<file path="config.mk">
export PLATFORM = sky130hd
export DESIGN_NAME = mbist_march_engine
export DESIGN_NICKNAME = d
export VERILOG_FILES = /design/src/rtl/mbist_march_engine.sv
export SDC_FILE = /design/constraint.sdc
export NUM_CORES = 1
export LEC_CHECK = 0
export CORE_ASPECT_RATIO = 1.5
export CORE_MARGIN = 1
export CORE_UTILIZATION = 30
export DETAILED_ROUTE_END_ITERATION = 10
export GPL_TIMING_DRIVEN = 0
export PLACE_DENSITY = 0.65
export SYNTH_ARGS = -nofsm -noshare
export SYNTH_HDL_FRONTEND = slang
export SYNTH_SLANG_ARGS = --single-unit
export TNS_END_PERCENT = 50
</file>
<file path="constraint.sdc">
create_clock -name CLK -period 3.1 [get_ports CLK]
set_input_delay 0.93 -clock CLK [delete_from_list [all_inputs] [get_ports CLK]]
set_output_delay 0.93 -clock CLK [all_outputs]
set_load 0.1 [all_outputs]
</file>
<file path="src/rtl/mbist_march_engine.sv">
// SRAM self-test engine: MSCAN, checkerboard and March C- with pipelined compare.
// Define MBIST_FAIL_LOG_EN to capture the first-fail address and syndrome.
module mbist_march_engine #(
  parameter int ADDR_W = 8,
  parameter int DATA_W = 8
) (
  input  logic              CLK,
  input  logic              nRESET,
  input  logic              START,
  input  logic [1:0]        TESTTYPE,
  output logic [ADDR_W-1:0] MEM_ADDR,
  output logic [DATA_W-1:0] MEM_WDATA,
  output logic              MEM_WE,
  output logic              MEM_RE,
  input  logic [DATA_W-1:0] MEM_RDATA,
  output logic              BUSY,
  output logic              DONE,
  output logic              FAIL,
  output logic [ADDR_W-1:0] FAIL_ADDR,
  output logic [DATA_W-1:0] FAIL_SYND
);

  typedef enum logic [1:0] {
    S_IDLE, S_RUN, S_DRAIN, S_DONE
  } state_t;

  function automatic logic [DATA_W-1:0] ckb_pat();
    logic [DATA_W-1:0] p;
    for (int i = 0; i < DATA_W; i++) p[i] = (i % 2 == 0);
    return p;
  endfunction

  localparam logic [DATA_W-1:0] CKB_P = ckb_pat();

  state_t            state_q, state_d;
  logic [1:0]        type_q, type_d;
  logic [2:0]        elem_q, elem_d;
  logic [ADDR_W-1:0] cnt_q, cnt_d;
  logic              ph_q, ph_d;
  logic [ADDR_W-1:0] addr_q, addr_d;
  logic [DATA_W-1:0] wdata_q, wdata_d;
  logic              we_q, we_d;
  logic              re_q, re_d;
  logic [DATA_W-1:0] exp_q, exp_d;
  logic              chk_q, chk_d;
  logic [DATA_W-1:0] chk_exp_q, chk_exp_d;
  logic              busy_q, busy_d;
  logic              done_q, done_d;
  logic              fail_q, fail_d;

  logic              start_acc, issue;
  logic [1:0]        t;
  logic [2:0]        e, nelem;
  logic [ADDR_W-1:0] c, a;
  logic              p, pair, rd, dn, v0, v1;
  logic              op_rd, op_v;
  logic [DATA_W-1:0] base, val, synd;
  logic              mism;

  always_comb begin
    start_acc = START && TESTTYPE != 2'd3 &&
                (state_q == S_IDLE || state_q == S_DONE);
    t = start_acc ? TESTTYPE : type_q;
    e = start_acc ? 3'd0 : elem_q;
    c = start_acc ? '0 : cnt_q;
    p = start_acc ? 1'b0 : ph_q;

    // MSCAN/checkerboard: w,r,w,r; odd elements read, upper half inverted
    pair  = 1'b0;
    rd    = e[0];
    dn    = 1'b0;
    v0    = e[1];
    v1    = 1'b0;
    nelem = 3'd4;
    if (t == 2'd2) begin
      nelem = 3'd6;
      pair  = (e != 3'd0) && (e != 3'd5);
      rd    = (e != 3'd0);
      dn    = (e >= 3'd3);
      v0    = (e == 3'd2) || (e == 3'd4);
      v1    = ~v0;
    end

    a     = dn ? ~c : c;
    op_rd = pair ? ~p : rd;
    op_v  = (pair && p) ? v1 : v0;
    base  = '0;
    if (t == 2'd1) base = a[0] ? ~CKB_P : CKB_P;
    val   = base ^ {DATA_W{op_v}};

    state_d = state_q;
    type_d  = type_q;
    elem_d  = elem_q;
    cnt_d   = cnt_q;
    ph_d    = ph_q;
    addr_d  = '0;
    wdata_d = '0;
    we_d    = 1'b0;
    re_d    = 1'b0;
    exp_d   = exp_q;
    issue   = 1'b0;

    unique case (state_q)
      S_IDLE, S_DONE: begin
        if (start_acc) begin
          state_d = S_RUN;
          type_d  = TESTTYPE;
          elem_d  = 3'd0;
          cnt_d   = '0;
          ph_d    = 1'b0;
          issue   = 1'b1;
        end
      end
      S_RUN: begin
        if (elem_q == nelem) state_d = S_DRAIN;
        else issue = 1'b1;
      end
      S_DRAIN: state_d = S_DONE;
      default: state_d = S_IDLE;
    endcase

    if (issue) begin
      addr_d  = a;
      we_d    = ~op_rd;
      re_d    = op_rd;
      wdata_d = op_rd ? '0 : val;
      if (op_rd) exp_d = val;
      if (pair && !p) begin
        ph_d = 1'b1;
      end else begin
        ph_d = 1'b0;
        if (c == '1) begin
          cnt_d  = '0;
          elem_d = e + 3'd1;
        end else begin
          cnt_d = c + 1'b1;
        end
      end
    end

    chk_d     = re_q;
    chk_exp_d = exp_q;
    synd      = MEM_RDATA ^ chk_exp_q;
    mism      = chk_q && (synd != '0);
    fail_d    = start_acc ? 1'b0 : (fail_q | mism);
    busy_d    = (state_d == S_RUN) || (state_d == S_DRAIN);
    done_d    = (state_d == S_DONE);
  end

  always_ff @(posedge CLK or negedge nRESET) begin
    if (!nRESET) begin
      state_q   <= S_IDLE;
      type_q    <= '0;
      elem_q    <= '0;
      cnt_q     <= '0;
      ph_q      <= 1'b0;
      addr_q    <= '0;
      wdata_q   <= '0;
      we_q      <= 1'b0;
      re_q      <= 1'b0;
      exp_q     <= '0;
      chk_q     <= 1'b0;
      chk_exp_q <= '0;
      busy_q    <= 1'b0;
      done_q    <= 1'b0;
      fail_q    <= 1'b0;
    end else begin
      state_q   <= state_d;
      type_q    <= type_d;
      elem_q    <= elem_d;
      cnt_q     <= cnt_d;
      ph_q      <= ph_d;
      addr_q    <= addr_d;
      wdata_q   <= wdata_d;
      we_q      <= we_d;
      re_q      <= re_d;
      exp_q     <= exp_d;
      chk_q     <= chk_d;
      chk_exp_q <= chk_exp_d;
      busy_q    <= busy_d;
      done_q    <= done_d;
      fail_q    <= fail_d;
    end
  end

  assign MEM_ADDR  = addr_q;
  assign MEM_WDATA = wdata_q;
  assign MEM_WE    = we_q;
  assign MEM_RE    = re_q;
  assign BUSY      = busy_q;
  assign DONE      = done_q;
  assign FAIL      = fail_q;

`ifdef MBIST_FAIL_LOG_EN
  logic [ADDR_W-1:0] chk_addr_q, chk_addr_d;
  logic [ADDR_W-1:0] fail_addr_q, fail_addr_d;
  logic [DATA_W-1:0] fail_synd_q, fail_synd_d;

  always_comb begin
    chk_addr_d  = addr_q;
    fail_addr_d = fail_addr_q;
    fail_synd_d = fail_synd_q;
    if (start_acc) begin
      fail_addr_d = '0;
      fail_synd_d = '0;
    end else if (mism && !fail_q) begin
      fail_addr_d = chk_addr_q;
      fail_synd_d = synd;
    end
  end

  always_ff @(posedge CLK or negedge nRESET) begin
    if (!nRESET) begin
      chk_addr_q  <= '0;
      fail_addr_q <= '0;
      fail_synd_q <= '0;
    end else begin
      chk_addr_q  <= chk_addr_d;
      fail_addr_q <= fail_addr_d;
      fail_synd_q <= fail_synd_d;
    end
  end

  assign FAIL_ADDR = fail_addr_q;
  assign FAIL_SYND = fail_synd_q;
`else
  assign FAIL_ADDR = '0;
  assign FAIL_SYND = '0;
`endif

endmodule

</file>
### Word-level counts from Yosys, hierarchy flattened

Index checks and enable logic that the tools add are counted.
W data, S select, Z words.

| word-level totals | value |
|---|---|
| memories | 0 |
| bits in registers | 54 |
| output and inout bits | 37 |
| logic and storage cells | 93 |
| bits in latches | 0 |
| memory bits (read-only) | 0 |
| input port bits | 13 |
| bits in writable memories | 0 |

| cells by class | value |
|---|---|
| $mul | 0 |
| reduce and logical (&&, ||, !) cells | 16 |
| order comparisons | 1 |
| shift operators | 0 |
| div/mod/pow operators | 0 |
| equality and inequality tests | 14 |
| bitwise operators | 7 |
| multiplexer cells | 38 |
| add/sub/neg operators | 2 |

Operators by type and width:

| operator | number |
|---|---|
| $mux W8 | 11 |
| $mux W1 | 16 |
| $xor A8 B8 Y8 | 2 |
| $mux W3 | 5 |
| $eq A2 B2 Y1 const B | 5 |
| $add A8 B1 Y8 const B | 1 |
| $eq A8 B8 Y1 const B | 1 |
| $mux W2 | 4 |
| $not A8 Y8 | 1 |
| $reduce_bool A8 Y1 | 1 |
| $eq A2 B1 Y1 const B | 3 |
| $logic_and A1 B1 Y1 | 6 |
| $pmux W2 S3 | 1 |
| $add A3 B1 Y3 const B | 1 |
| $eq A3 B2 Y1 const B | 1 |
| $eq A3 B3 Y1 | 1 |
| $eq A3 B3 Y1 const B | 1 |
| $ge A3 B2 Y1 const B | 1 |
| $logic_or A1 B1 Y1 | 3 |
| $ne A3 B3 Y1 const B | 1 |
| $not A1 Y1 | 3 |
| $reduce_bool A3 Y1 | 1 |
| $logic_not A2 Y1 | 1 |
| $ne A2 B2 Y1 const B | 1 |
| other kinds (6) | 6 |

### Logic depth before layout (Yosys ltp)

Gate-level depths: netlist of the first run.

| depth | value |
|---|---|
| word-level depth | 12 |
| depth in mapped cells | 15 |
| gate-level depth less buffers | 13 |

### Worst setup path after synthesis of the first run

OpenSTA, ideal clock, no wires.

| timing | value |
|---|---|
| kind | input-to-reg |
| start point | input port START |
| end point | register elem_q[1] |
| data arrival time | 3.080 ns |
| stages on the path | 11 |
| path buffers | 2 |
| data required time | 2.975 ns |
| setup slack | -0.105 ns |
| setup time | 0.125 ns |
| cell sequence | and2_1 nand2_1 clkbuf_1 nand2_1 inv_1 ha_1 o32ai_2 a221oi_4 nor2b_4 buf_6 mux2_4 |

| on the way | value |
|---|---|
| cells in the longest elaborated chain, start to end | 9 |
| elaborated cells between the ends (all ways) | 24 |
| classes of those cells | add/sub: 1; eq/ne: 4; mux: 13; reduce/logical: 6 |

RTL lines:

| what | line | RTL |
|---|---|---|
| start, declared | 9 | `input logic START,` |
| $logic_and A1 B1 Y1 * (2 in a row) | 61 | `start_acc = START && TESTTYPE != 2'd3 &&` |
| $mux W2 or $mux W3 (tied branches) | - |  |
| $eq A2 B2 Y1 (tied with other cells) | 75 | `if (t == 2'd2) begin` |
| $mux W2 or $logic_and A1 B1 Y1 (tied branches) | 75, 77 |  |
| $eq A3 B3 Y1 or $mux W1 (tied branches) | 115, 75 |  |
| $mux W1 or $logic_and A1 B1 Y1 (tied branches) | 115, 128 |  |
| $pmux W1 S2 or $mux W3 (tied branches) | 103, 128 |  |
| $mux W3 * | 122 | `if (issue) begin` |
| via elem_d[1] | 37 | `logic [2:0] elem_q, elem_d;` |
| end signal, assigned | 170 | `elem_q <= elem_d;` |
| end, declared | 37 |  |

The timed path passes the listed nets; every way through them passes the cells marked *.
A chain may end at the register's enable or synchronous reset.

### Worst setup path after layout of the first run

Ends and elaborated chain as after synthesis.

==> results.json, run 1 <==
{
  "status": "finished, violations left",
  "violations": "design-rule violations",
  "cts.root.buffer_cell": "clkbuf_8",
  "row_count": 37,
  "postRouteWirelength_mm": 4.27,
  "reg2reg_depth": 14,
  "cts_hold_repair.buffers": 0,
  "syn_to_final_growth_pct": 32.3,
  "unrepaired_setup_endpoints_after_global_routing": "no",
  "maximum_net_fanout_on_the_critical_path": 10,
  "yosys_most_used_dff": "dfrtp_1",
  "synth_edf_count": 0,
  "worst_margin_slew_ns": 0.977,
  "grt.total_usage_pct": 11.7,
  "seq_area_um2": 901,
  "global_route.overflow_total": 0,
  "total_switching_power_uw": 274,
  "finalWeightedCongestion": 0.833,
  "pwr-share-seq_pct": 46.5,
  "post-synth-top-area-fraction_pct": 41.6,
  "cts_sinks": 36,
  "placed_cells": 346,
  "leading_cell_types_by_count_after_synthesis": "36 x dfrtp_1, 22 x buf_4, 18 x nor2_1",
  "synthesis.yosys.warnings": 0,
  "switching_share_of_total_power_pct": 27.2,
  "crit_path_cell_trace": "dlygate4sd2_1 > and2_4 > nand2_4 > clkbuf_16 > nand2_4 > inv_1 > ha_4 > o32ai_4 > a221oi_4 > nor2b_4 > buf_6 > mux2_4",
  "netlist_instances": 220,
  "crit_top_cell": "nand2_4",
  "delay_of_the_slowest_critical_path_stage_ns": 0.42,
  "tns_ns": 0,
  "cpMaxStageDelayCell": "o32ai_4",
  "setup-violations-final": 0,
  "worst_setup_path_end_kind": "flop",
  "die_area_um2": 7570,
  "dp_worst_setup_slack_ns": -0.911,
  "post_route_cells_drive_above_1_share_pct": 21.7,
  "final_nets": 302,
  "worst_ir_drop_vdd_mv": 0.206,
  "hold_crit_depth": 0,
  "post-route-period-util_pct": 93.5,
  "fin_worst_hold_slack_ns": 0.378,
  "achievable-frequency_ghz": 0.345,
  "total_power_mw": 1.01,
  "via_count_of_the_first_global_routing_pass": 1542,
  "worst-endpoint-arrival_ns": 3.08,
  "die-width_um": 71.4,
  "internal_power_uw": 735,
  "p_leak_nw": 1.36,
  "routed_wire_length_per_instance_um": 11.9,
  "grt_pass1_wl_mm": 6.98,
  "comb_power_share_pct": 12.8,
  "postLayoutCoreUtil_pct": 41.3,
  "die-height_um": 106,
  "critPathLaunchType": "input port",
  "hold_path_class": "flop to flop",
  "cts_inserted_buffers": 5,
  "dp_hpwl_mm": 3.18,
  "skew_ns": 0.00670,
  "ys_seq_area_share_pct": 41.6,
  "worstSetupPathType": "input port to flop",
  "antenna_cells": 0,
  "pwr-share-clk_pct": 40.7,
  "post_layout_nonfiller_instances": 359,
  "ant_nets": 0,
  "grt_antenna_before_repair": 0,
  "slew-limit-headroom_pct": 34.6,
  "power_density_nw_per_um2": 352,
  "layout.filler_cells": 673,
  "timing.final.crit_period_ns": 2.90,
  "postSynthRegisterBits": 36,
  "postPlaceCellArea_um2": 2660,
  "hold_viol_final": 0,
  "core_region_area_um2": 6940,
  "grt_max_degree": 37,
  "netlist_top_cells_area": "dfrtp_1 42%, buf_4 7.6%, ha_1 5.2%, xnor2_1 4.0%, nor2_1 3.1%",
  "max_cap_viol_count": 0,
  "drtPass1Iterations": 7,
  "asyncSetResetFlopFracSynth_pct": 100,
  "cts_htree_levels": 2,
  "drc": 7,
  "detail_route.vias_per_cell": 4.70,
  "synth_most_common_cell": "dfrtp_1",
  "clk_lat_worst_skew_ns": 0.29,
  "tritoncts": "yes",
  "finalInstanceArea_um2": 2870,
  "mappedNetlistArea_um2": 2170,
  "number_of_vias_in_the_routed_layout": 1686,
  "synth.avg_cell_area_um2": 9.85,
  "setup_ws_ns": 0.201,
  "floorplan.io_pins": 50,
  "multi_input_comb_area_um2": 1110,
  "worst_path_required_time_ns": 3.28,
  "clkSlewWorstSetupHoldPaths_ns": 0.08,
  "max_slew_violation_count": 0,
  "start_util_pct": 31.2,
  "number_of_different_library_cells_in_the_post_synthesis_netlist": 48,
  "dr.first_iter.drc_count": 52,
  "cts_buffer_depth": 2,
  "buffer_ports.inserted": 33,
  "synth_area_leader_cell": "dfrtp_1"
}
## path summary, 6_finish.rpt
check	start	to	slack, ns
setup / recovery	START	elem_q[1]	0.20
hold / removal	MEM_RE	chk_q	0.38
setup reg to reg	state_q[0]	elem_q[1]	0.26
hold reg to reg	MEM_RE	chk_q	0.38
max in group asynchronous	nRESET	cnt_q[7]	1.86
min in group asynchronous	nRESET	type_q[1]	0.71
## sequential cells by signal, summed over array words and instances, names as in the netlist
| register | cells |
|---|---|
| cnt_q | 8 |
| FAIL | 1 |
| elem_q | 3 |
| chk_q | 1 |
| MEM_RE | 1 |
| type_q | 2 |
| BUSY | 1 |
| MEM_WDATA | 2 |
| MEM_ADDR | 8 |
| state_q | 2 |
| chk_exp_q | 2 |
| DONE | 1 |
| MEM_WE | 1 |
| ph_q | 1 |
| chk_exp_d | 2 |
## kinds of logic (layout without fill, tap and decap cells)
logic type	count (synthesis)	in the layout	synth area share [%]
buf+inv	43	89	12.4
other cells	1	16	0.173
xor+xnor	16	16	6.47
compound gates	43	43	15.4
flops	36	36	41.6
fa+ha+maj	9	9	5.20
simple gates	68	68	16.6
mux	4	4	2.19
## routing by layer
layer  global-route usage [%]  wire (um)
met4                     5.00         69
met5                        0          0
met3                     2.94        266
met2                     20.4       2160
met1                     13.4       1780
## power by group through the flow
stage	Combinational, mW	Sequential, mW	Clock, mW
5_1_grt	0.135	0.469	0.439
6_report	0.129	0.469	0.411
4_1_cts	0.128	0.469	0.422
3_3_place_gp	0.129	0.479	0
3_5_place_dp	0.128	0.478	0
2_1_floorplan	0.102	0.479	0
## layout by cell type (no fill, tap or decap), drive strengths merged, types with 9 or more instances in the layout
master and count:
a21oi 12, buf 32, clkdlybuf4s50 29, conb 16
dfrtp 36, ha 9, inv 16, nand2 14
nand3 11, nor2 19, o21ai 11, xnor2 10
## worst max-delay path: cells and delay by family
| family | cells | cell delay (ns) |
|---|---|---|
| AO/OA/AOI/OAI | 2 | 0.53 |
| AND/OR/NAND/NOR | 4 | 0.50 |
| multiplexers | 1 | 0.29 |
| adder cells (fa/ha/maj) | 1 | 0.18 |
| buffers and inverters | 4 | 0.64 |
## timing repair
| action | in CTS | in global routing |
|---|---|---|
| resized for setup | 13 | 4 |
| setup endpoints to repair | 26 | 7 |
| buffers inserted | 4 | 1 |
| pin swaps | 3 | 4 |
| cloned | 0 | 0 |
## layout make-up
cell class	instances	share of cell area, %
sequential	36	31.4
multi-input combinational	156	38.6
timing repair buffer	38	12.7
clock buffer	5	2.40
clock inverter	3	1.48
buffer	27	7.98
inverter	16	2.09
tap	78	3.40
(Power assumes the default switching activity.)
==> inputs of run 2 (changes only) <==
Settings changed: CELL_PAD_IN_SITES_DETAIL_PLACEMENT from default to 1, CELL_PAD_IN_SITES_GLOBAL_PLACEMENT from default to 1, HOLD_SLACK_MARGIN from default to 0.08, PLACE_DENSITY 0.65 to 0.79, SETUP_SLACK_MARGIN from default to 0.15.
==> run 2 against run 1 <==
Compared with the run above:
- final cell count unchanged
- total power increased by 4.8%
- clock skew decreased by 0.0035 ns
- critical path type unchanged
- sequential power about the same
- die area unchanged
- non-clock buffer count unchanged
- the run still ends with design-rule violations left
- hold slack improved by 0.0016 ns
- worst setup slack improved by 0.027 ns
- fmax increased by 0.94%
- clock-buffer cell count increased by 2
==> results.json, run 2 (same netlist as run 1, synthesis figures left out) <==
{
  "status": "finished, violations left",
  "violations": "design-rule violations",
  "postPlaceCellArea_um2": 2680,
  "post-route-period-util_pct": 92.6,
  "cts_hold_repair.buffers": 0,
  "hold_path_class": "flop to flop",
  "antenna_cells": 0,
  "p_leak_nw": 1.35,
  "worst_margin_slew_ns": 0.985,
  "final_nets": 302,
  "die_area_um2": 7570,
  "setup-violations-final": 0,
  "postRouteWirelength_mm": 5.17,
  "grt_pass1_wl_mm": 8.49,
  "tritoncts": "yes",
  "dp_hpwl_mm": 3.78,
  "skew_ns": 0.00316,
  "grt_antenna_before_repair": 0,
  "buffer_ports.inserted": 33,
  "layout.filler_cells": 786,
  "die-width_um": 71.4,
  "routed_wire_length_per_instance_um": 14.4,
  "syn_to_final_growth_pct": 32.5,
  "power_density_nw_per_um2": 368,
  "floorplan.io_pins": 50,
  "commonest_non_fill_non_tap_cell_in_the_layout": "dfrtp_1",
  "worst_setup_path_end_kind": "flop",
  "drtPass1Iterations": 7,
  "timing.final.crit_period_ns": 2.87,
  "placed_cells": 346,
  "worstSetupPathType": "input port to flop",
  "grt.total_usage_pct": 14.4,
  "setup_ws_ns": 0.228,
  "max_slew_violation_count": 0,
  "critPathLaunchType": "input port",
  "global_route.overflow_total": 0,
  "number_of_vias_in_the_routed_layout": 1762,
  "cts_buffer_depth": 2,
  "die-height_um": 106,
  "dp_worst_setup_slack_ns": -0.625,
  "via_count_of_the_first_global_routing_pass": 1842,
  "grt_max_degree": 37,
  "unrepaired_setup_endpoints_after_global_routing": "yes",
  "leading_cell_types_in_the_layout_fill_and_taps_excluded": "36 x dfrtp_1, 29 x clkdlybuf4s50_1, 27 x buf_4",
  "dr.first_iter.drc_count": 73,
  "row_count": 37,
  "post_layout_nonfiller_instances": 359,
  "worst_ir_drop_vdd_mv": 0.146,
  "achievable-frequency_ghz": 0.348,
  "finalInstanceArea_um2": 2870,
  "start_util_pct": 31.2,
  "detail_route.vias_per_cell": 4.91,
  "clk_lat_worst_skew_ns": 0.30,
  "drc": 7,
  "finalWeightedCongestion": 0.784,
  "slew-limit-headroom_pct": 34.1,
  "worst-endpoint-arrival_ns": 3.06,
  "cts_htree_levels": 2,
  "hold_viol_final": 0,
  "post_route_cells_drive_above_1_share_pct": 22.8,
  "fin_worst_hold_slack_ns": 0.379,
  "cts_inserted_buffers": 5,
  "ant_nets": 0,
  "max_cap_viol_count": 0,
  "postLayoutCoreUtil_pct": 41.4,
  "maximum_net_fanout_on_the_critical_path": 6,
  "worst_path_required_time_ns": 3.29,
  "clkSlewWorstSetupHoldPaths_ns": 0.07,
  "core_region_area_um2": 6940,
  "cts.root.buffer_cell": "clkbuf_8",
  "cts_sinks": 36
}
## run 2: changes by cell type in the layout (fill, tap and decap cells not counted), sizes merged
cell	before	now
clkdlybuf4s15	0	1
clkinvlp	1	0
dlymetal6s2s	1	0
clkbuf	6	9
clkinv	1	0
dlygate4sd2	2	1
## run 2: metrics by stage
stage	power [mW]	TNS, ns
after floorplan	0.581	0
after global placement	0.607	-7.32
after detailed placement	0.607	-8.79
after CTS	1.07	0
after global routing	1.09	0
final	1.06	0
## run 2: final cells by class
type,count,area [um2],share of cell area [%]
Clock inverter,1,30.0,1.05
Sequential cell,36,901,31.4
Tap cell,78,97.6,3.40
Timing Repair Buffer,38,357,12.4
Multi-Input combinational cell,156,1100,38.3
Clock buffer,7,96.3,3.36
Inverter,16,60.1,2.09
Buffer,27,229,7.97
## run 2: repair_timing
item	in CTS	in global routing
pin swaps	3	5
endpoints found under the setup margin	24	5
gates cloned	0	0
buffers inserted	2	3
gates resized for setup	9	6
## run 2: final timing paths
kind	from	to	slack (ns)	cells after the start
max	TESTTYPE[1]	elem_q[1]	0.23	12
min	MEM_RE	chk_q	0.38	0
max reg2reg	state_q[0]	elem_q[1]	0.27	14
min reg2reg	MEM_RE	chk_q	0.38	0
max in group asynchronous	nRESET	MEM_WE	1.88	1
min in group asynchronous	nRESET	MEM_ADDR[3]	0.72	1
## run 2: metal layers
metal	vias to the layer above	wire length (um)	global-route usage, %
met5	-	0	0
met2	52	2900	28.0
met3	11	258	2.75
met4	0	157	7.57
met1	865	1860	13.9
li1	834	-	-
## run 2: power by group
| group | internal, mW | switching [mW] |
|---|---|---|
| clock network | 0.284 | 0.175 |
| registers | 0.469 | 0 |
| logic | 0.0273 | 0.102 |
| total | 0.780 | 0.277 |
## run 2: worst max-delay path, stage by stage
cell and delay, ns:
dlygate4sd2_1 0.26, nand2_2 0.14, nand2_8 0.08, clkbuf_16 0.16
nand2_4 0.09, inv_2 0.05, ha_2 0.20, o32ai_4 0.43
a221oi_4 0.12, nor2b_4 0.16, buf_6 0.14, mux2_4 0.29
==> inputs of run 3 (changes only) <==
Settings changed: GPL_ROUTABILITY_DRIVEN from default to 0.
==> results of run 3 <==
Same layout as run 2: the final DEF is identical, and so are final timing and power.
